`src/rtl/ssc_pkg.sv`:
```
// ssc_pkg: shared encodings for the multi-channel SSC master.
// Holds the one-hot frame states, transfer direction, TX source select and line levels.
package ssc_pkg;

  typedef enum logic [5:0] {
    ST_IDLE    = 6'b000001,
    ST_CMD     = 6'b000010,
    ST_DATA_WR = 6'b000100,
    ST_TURN    = 6'b001000,
    ST_DATA_RD = 6'b010000,
    ST_DONE    = 6'b100000
  } sscState_t;

  localparam logic DIR_WRITE = 1'b1;
  localparam logic DIR_READ  = 1'b0;

  localparam logic SEL_CMD  = 1'b0;
  localparam logic SEL_DATA = 1'b1;

  localparam logic HIGH = 1'b1;
  localparam logic LOW  = 1'b0;

  function automatic int maxOf(input int a, input int b);
    return (a > b) ? a : b;
  endfunction

endpackage

```
`src/rtl/ssc_clk_div.sv`:
```
// ssc_clk_div: serial clock generator for the SSC master.
// While enabled, each phase of sclk lasts divider+1 CLK cycles. The first enabled cycle
// already issues a fall strobe so that the first bit starts without a dead phase.
// When disabled, the counter is cleared and sclk rests high.
module ssc_clk_div
  import ssc_pkg::*;
#(
  parameter int DIV_WIDTH = 8
) (
  input  logic                 CLK,
  input  logic                 RST_N,
  input  logic                 en,
  input  logic [DIV_WIDTH-1:0] divider,
  output logic                 sclk,
  output logic                 fallStb,
  output logic                 riseStb
);

  logic [DIV_WIDTH-1:0] cnt;

  assign fallStb = en && (cnt == '0) && (sclk == HIGH);
  assign riseStb = en && (cnt == '0) && (sclk == LOW);

  // Count down each phase; toggle sclk and reload when the phase expires.
  always_ff @(posedge CLK or negedge RST_N) begin
    if (!RST_N) begin
      cnt  <= '0;
      sclk <= HIGH;
    end else if (!en) begin
      cnt  <= '0;
      sclk <= HIGH;
    end else if (cnt == '0) begin
      cnt  <= divider;
      sclk <= ~sclk;
    end else begin
      cnt <= cnt - DIV_WIDTH'(1);
    end
  end

endmodule

```
`src/rtl/ssc_master_mc.sv`:
```
// ssc_master_mc: parametrised multi-channel SSC master.
// Shifts a command and then an optional write or read data field MSB-first on a shared
// serial line, with one active-low sync per channel. A frame is sequenced on the fall
// strobes of ssc_clk_div; read data is captured on its rise strobes.
// Optional build macro: SSC_TURNAROUND_EN inserts one idle sclk period (TURN) between the
// command and the data of read frames.
module ssc_master_mc
  import ssc_pkg::*;
#(
  parameter int CMD_WIDTH  = 5,
  parameter int DATA_WIDTH = 48,
  parameter int LEN_WIDTH  = 6,
  parameter int NUM_CH     = 4,
  parameter int DIV_WIDTH  = 8,
  localparam int CH_W      = (NUM_CH > 1) ? $clog2(NUM_CH) : 1
) (
  input  logic                  CLK,
  input  logic                  RST_N,
  input  logic                  sscGo,
  input  logic                  sscDir,
  input  logic [CH_W-1:0]       sscChannel,
  input  logic [CMD_WIDTH-1:0]  sscCommand,
  input  logic [LEN_WIDTH-1:0]  sscDataLength,
  input  logic [DIV_WIDTH-1:0]  sscDivider,
  input  logic [DATA_WIDTH-1:0] sscDataIn,
  output logic [DATA_WIDTH-1:0] sscDataOut,
  output logic                  sscBusy,
  output logic                  sscDone,
  output logic                  sscError,
  output logic                  sscClk,
  output logic [NUM_CH-1:0]     sscSync,
  output logic                  portDir,
  output logic                  sscDataPinOut,
  input  logic                  sscDataPinIn
);

  localparam int MAX_W = maxOf(CMD_WIDTH, DATA_WIDTH);
  localparam int CNT_W = $clog2(MAX_W + 1);
  localparam logic [CH_W:0]        CH_LIMIT = NUM_CH[CH_W:0];
  localparam logic [LEN_WIDTH-1:0] LEN_MAX  = LEN_WIDTH'(DATA_WIDTH);
  localparam logic [CNT_W-1:0]     CMD_CNT  = CNT_W'(CMD_WIDTH);

  sscState_t             state, nextState;
  logic                  dirReg;
  logic [CH_W-1:0]       chReg;
  logic [CMD_WIDTH-1:0]  cmdShift;
  logic [DATA_WIDTH-1:0] dataShift;
  logic [DATA_WIDTH-1:0] rxShift;
  logic [CNT_W-1:0]      lenReg;
  logic [CNT_W-1:0]      bitCnt;
  logic [DIV_WIDTH-1:0]  divReg;
  logic [LEN_WIDTH-1:0]  lenClamped;
  logic                  busy, divClk, fallStb, riseStb, chValid, txSel, txBit;

  assign chValid    = ({1'b0, sscChannel} < CH_LIMIT);
  assign lenClamped = (sscDataLength > LEN_MAX) ? LEN_MAX : sscDataLength;
  assign busy       = (state != ST_IDLE) && (state != ST_DONE);

  assign txSel = (nextState == ST_DATA_WR) ? SEL_DATA : SEL_CMD;
  assign txBit = (txSel == SEL_DATA) ? dataShift[DATA_WIDTH-1] : cmdShift[CMD_WIDTH-1];

  assign sscBusy = busy;
  assign sscDone = (state == ST_DONE);
  assign sscClk  = busy ? divClk : HIGH;
  assign sscSync = busy ? ~(NUM_CH'(1) << chReg) : {NUM_CH{HIGH}};
  assign portDir = ((state == ST_TURN) || (state == ST_DATA_RD)) ? LOW : HIGH;

  ssc_clk_div #(
    .DIV_WIDTH(DIV_WIDTH)
  ) uClkDiv (
    .CLK     (CLK),
    .RST_N   (RST_N),
    .en      (busy),
    .divider (divReg),
    .sclk    (divClk),
    .fallStb (fallStb),
    .riseStb (riseStb)
  );

  // Frame state register.
  always_ff @(posedge CLK or negedge RST_N) begin
    if (!RST_N) begin
      state <= ST_IDLE;
    end else begin
      state <= nextState;
    end
  end

  // Next-state: phases advance on the fall strobe that follows their last bit.
  always_comb begin
    nextState = state;
    case (state)
      ST_IDLE: begin
        if (sscGo && chValid) nextState = ST_CMD;
      end
      ST_CMD: begin
        if (fallStb && (bitCnt == CMD_CNT)) begin
          if (lenReg == '0) begin
            nextState = ST_DONE;
          end else if (dirReg == DIR_READ) begin
`ifdef SSC_TURNAROUND_EN
            nextState = ST_TURN;
`else
            nextState = ST_DATA_RD;
`endif
          end else begin
            nextState = ST_DATA_WR;
          end
        end
      end
      ST_DATA_WR: begin
        if (fallStb && (bitCnt == lenReg)) nextState = ST_DONE;
      end
      ST_TURN: begin
        if (fallStb) nextState = ST_DATA_RD;
      end
      ST_DATA_RD: begin
        if (fallStb && (bitCnt == lenReg)) nextState = ST_DONE;
      end
      ST_DONE: begin
        nextState = ST_IDLE;
      end
      default: begin
        nextState = ST_IDLE;
      end
    endcase
  end

  // Datapath: latch the request, shift TX bits on falls, capture RX bits on rises.
  always_ff @(posedge CLK or negedge RST_N) begin
    if (!RST_N) begin
      dirReg        <= DIR_WRITE;
      chReg         <= '0;
      cmdShift      <= '0;
      dataShift     <= '0;
      rxShift       <= '0;
      lenReg        <= '0;
      bitCnt        <= '0;
      divReg        <= '0;
      sscDataOut    <= '0;
      sscError      <= 1'b0;
      sscDataPinOut <= LOW;
    end else begin
      sscError <= 1'b0;
      if ((state == ST_IDLE) && sscGo) begin
        if (chValid) begin
          dirReg    <= sscDir;
          chReg     <= sscChannel;
          cmdShift  <= sscCommand;
          dataShift <= sscDataIn << (DATA_WIDTH - int'(lenClamped));
          lenReg    <= CNT_W'(lenClamped);
          divReg    <= sscDivider;
          bitCnt    <= '0;
          rxShift   <= '0;
        end else begin
          sscError <= 1'b1;
        end
      end
      if (fallStb) begin
        if ((nextState == ST_CMD) || (nextState == ST_DATA_WR)) begin
          sscDataPinOut <= txBit;
          if (txSel == SEL_DATA) dataShift <= dataShift << 1;
          else                   cmdShift  <= cmdShift << 1;
        end
        if (nextState != state) bitCnt <= CNT_W'(1);
        else                    bitCnt <= bitCnt + CNT_W'(1);
      end
      if (riseStb && (state == ST_DATA_RD)) begin
        rxShift <= (rxShift << 1) | DATA_WIDTH'(sscDataPinIn);
      end
      if ((state == ST_DATA_RD) && (nextState == ST_DONE)) begin
        sscDataOut <= rxShift;
      end
    end
  end

endmodule

```
`config.mk`:
```
export PLATFORM = sky130hd
export DESIGN_NAME = ssc_master_mc
export DESIGN_NICKNAME = d
export VERILOG_FILES = /design/src/rtl/ssc_pkg.sv /design/src/rtl/ssc_clk_div.sv /design/src/rtl/ssc_master_mc.sv
export SDC_FILE = /design/constraint.sdc
export NUM_CORES = 1
export LEC_CHECK = 0
export BUFFER_PORTS_ARGS = -buffer_cell sky130_fd_sc_hd__clkbuf_2
export CORE_ASPECT_RATIO = 1.5
export CORE_MARGIN = 1
export CORE_UTILIZATION = 66
export CTS_BUF_LIST = sky130_fd_sc_hd__clkbuf_2
export DETAILED_ROUTE_END_ITERATION = 12
export PLACE_DENSITY = 0.95
export SLEW_MARGIN = 10
export SYNTH_ARGS = -nofsm -noshare
export SYNTH_HDL_FRONTEND = slang
export SYNTH_HIERARCHICAL = 1
export SYNTH_SLANG_ARGS = --single-unit
```
`constraint.sdc`:
```
create_clock -name CLK -period 6.7 [get_ports CLK]
set_input_delay 0 -clock CLK [delete_from_list [all_inputs] [get_ports CLK]]
set_output_delay 0 -clock CLK [all_outputs]
set_load 0.03 [all_outputs]
```
==> flow_summary.json <==
{
  "status": "finished, final reports clean",
  "core_area_um2": 16800,
  "layout-drive-gt1-share_pct": 24.2,
  "post-place-ws_ns": 1.83,
  "drt_iter0_drc": 1125,
  "hp-class": "in -> reg",
  "peakVddDrop_mv": 0.154,
  "cap_violations": 0,
  "clock_tree.buffer_depth": 2,
  "ys_seq_area_share_pct": 41.7,
  "nNetsFinal": 1332,
  "clock_skew_ns": 0.0710,
  "cts-root-buf": "clkbuf_2",
  "setup_viol": 0,
  "relSlewSlack_pct": 25.5,
  "yosys.area.top_type": "dfrtp_1",
  "ant_nets": 0,
  "rsz0062_at_grt": "no",
  "max_clock_freq_ghz": 0.188,
  "die_area_um2": 17600,
  "worstMarginPinSlew_ns": 1.12,
  "synthArstFlopShare_pct": 100,
  "place.gp.congestion": 1.02,
  "antenna_found_initial": 3,
  "io_pins": 132,
  "clk_pin_slew_worst_paths_ns": 0.31,
  "cp_max_fo": 39,
  "h-tree-depth": 4,
  "die_w_um": 109,
  "syn_nets": 1213,
  "finalWirelength_mm": 32.7,
  "die_y_um": 162,
  "yosys.area.top_type_share_pct": 41.0,
  "place_hpwl_mm": 21.6,
  "grt_max_degree": 69,
  "final_common_cell": "dfrtp_1",
  "initial_utilization_pct": 67.3,
  "crit_type": "reg -> reg",
  "ys_types": 82,
  "grt_pass1_wl_mm": 52.5,
  "ys_seq_elements": 188,
  "io_buffers": 130,
  "grt_usage_pct": 38.2,
  "synth_edf_count": 0,
  "rows": 58,
  "cts_num_sinks": 188,
  "cts_tree": "yes",
  "tns_ns": 0,
  "yosysWarnings": 6,
  "synth_ff_type": "dfrtp_1",
  "syn-cell-area_um2": 11300,
  "end_kind": "flip-flop",
  "via_count": 10400,
  "drv_slew": 0,
  "arrival_ns": 5.99,
  "syn_to_final_growth_pct": 12.3,
  "critPathLaunchType": "flip-flop",
  "synthCells": 1134,
  "grt_overflow": 0,
  "p_leak_nw": 5.89,
  "wire_per_inst_um": 22.1,
  "clk-insertion-delay-late_ns": 0.78,
  "cts_resized": 0,
  "remaining_drc_errors": 0,
  "viasPerCell": 7.04,
  "nFillCells": 1095,
  "synthTopCellsByArea": "dfrtp_1 (41%), mux2_2 (6.9%), nand2_1 (5.0%), mux2i_1 (4.6%), a22o_1 (4.1%)",
  "finalCriticalPeriod_ns": 5.31,
  "first_pass_iters": 6,
  "finalHoldViolCount": 0,
  "numCtsBuffers": 17,
  "most-common-layout-cells": "dfrtp_1 (185), nand2_1 (149), clkbuf_2 (147)",
  "avgSynthCellArea_um2": 9.95,
  "finalCritPeriodShare_pct": 79.3,
  "worst_slack_ns": 1.39,
  "power_density_nw_per_um2": 281,
  "grt_pass1_vias": 10300,
  "required_ns": 7.38
}
[synth_stat cells (5+ instances only)]
| cell type | n |
|---|---|
| o21ai_0 | 55 |
| nand2_1 | 149 |
| a221o_1 | 9 |
| mux2_2 | 69 |
| a31oi_1 | 12 |
| buf_4 | 10 |
| and3_1 | 16 |
| nand2b_1 | 7 |
| and2_1 | 9 |
| buf_2 | 38 |
| o2bb2ai_1 | 11 |
| a221oi_1 | 16 |
| nor2b_1 | 5 |
| a31o_2 | 5 |
| o211ai_1 | 12 |
| o31ai_1 | 6 |
| a22o_1 | 53 |
| o22ai_1 | 10 |
| mux2i_1 | 52 |
| a21oi_1 | 43 |
| a22oi_1 | 16 |
| nor2_1 | 60 |
| o221ai_1 | 18 |
| mux4_2 | 18 |
| o21ai_1 | 7 |
| ha_1 | 5 |
| inv_1 | 18 |
| dfrtp_1 | 185 |
| buf_6 | 6 |
| a2bb2oi_1 | 7 |
| a211oi_1 | 8 |
| xnor2_1 | 13 |
| nor3_1 | 11 |
| nand3_1 | 26 |
| clkbuf_1 | 39 |
| xor2_1 | 5 |
| nand4_1 | 15 |
[worst max-delay path, stage by stage, from the launching register on]
cell	delay, ns
dfstp_2	0.69
nor3_1	0.13
and3_1	0.23
a21oi_1	0.76
inv_1	0.37
nor3_2	0.89
nand2_1	0.08
and4b_1	0.36
a311o_1	0.23
o311a_2	0.55
buf_4	0.44
nor2_1	0.17
and3_1	0.23
nor3_2	0.10
[layer usage]
layer	track usage, %	vias up	part of all wire (%)
met5	0	-	0
met4	29.1	0	7.8
met3	7.14	185	7.2
met2	62.1	658	48
met1	44.0	5050	37
li1	-	4524	-
[cell families after synthesis]
group / synth area share, %
adders and majority gates: 0.555
AOI/OAI and AO/OA: 22.1
DFF: 41.7
muxes: 15.1
buffers and inverters: 5.01
and+or+nand+nor: 14.1
xor gates and xnor gates: 1.40
other: 0.0332
[repair_timing]
item | in CTS | in global routing
endpoints found under the hold margin | 153 | 1
hold buffers | 50 | 3
setup buffers | 0 | 0
[layout make-up]
type                    instances  area [um2]  area share (%)
clock inverters                14         151            1.19
clock buffers                  18        90.1           0.711
well taps                     210         263            2.07
diodes                          4        10.0          0.0790
flip-flops and latches        188        4710            37.2
repair buffers                197        1310            10.3
multi-input cells             830        6070            47.9
inverters                      19        71.3           0.563
[metrics by stage]
stage          instance area, um2  utilization (%)  instances  hold slack, ns  total power [W]
3_3_place_gp                11900             70.8       1391           0.175          0.00283
3_5_place_dp                11900             70.8       1391           0.197          0.00287
6_report                    12700             75.6       1480          0.0581          0.00356
2_1_floorplan               11300                -       1134          -0.296          0.00251
4_1_cts                     12600             75.4       1473          0.0147          0.00347
5_1_grt                     12700             75.6       1479         0.00302          0.00375
[registers in the layout (all words and copies together), names as in the netlist]
register,count
sscDataOut,48
uClkDiv/cnt,8
lenReg,6
sscDataPinOut,1
chReg,2
state,6
dirReg,1
cmdShift,5
dataShift,48
uClkDiv/sclk,1
divReg,8
rxShift,48
bitCnt,6
[path summary, 6_finish.rpt]
check / cells after the start / slack, ns / endpoint / startpoint
worst max-delay path: 13 / 1.39 / dataShift[35]$_DFF_PN0_ / state[0]$_DFF_PN1_
worst min-delay path: 7 / 0.06 / dataShift[47]$_DFF_PN0_ / sscDataIn[47]
worst max register to register: 13 / 1.39 / dataShift[35]$_DFF_PN0_ / state[0]$_DFF_PN1_
worst min register to register: 2 / 0.48 / dataShift[27]$_DFF_PN0_ / dataShift[26]$_DFF_PN0_
max in group asynchronous: 4 / 5.18 / sscDataOut[11]$_DFFE_PN0P_ / RST_N
min in group asynchronous: 3 / 0.30 / cmdShift[0]$_DFF_PN0_ / RST_N
[power by group]
part | internal, W | leakage, nW | switching, W
Sequential | 0.00135 | 2.54 | 0.000193
Clock | 0.000121 | 0.137 | 0.000443
Combinational | 0.000569 | 3.21 | 0.000883
Total | 0.00205 | 5.89 | 0.00152
No activity file was read; power rests on OpenSTA's default activity.
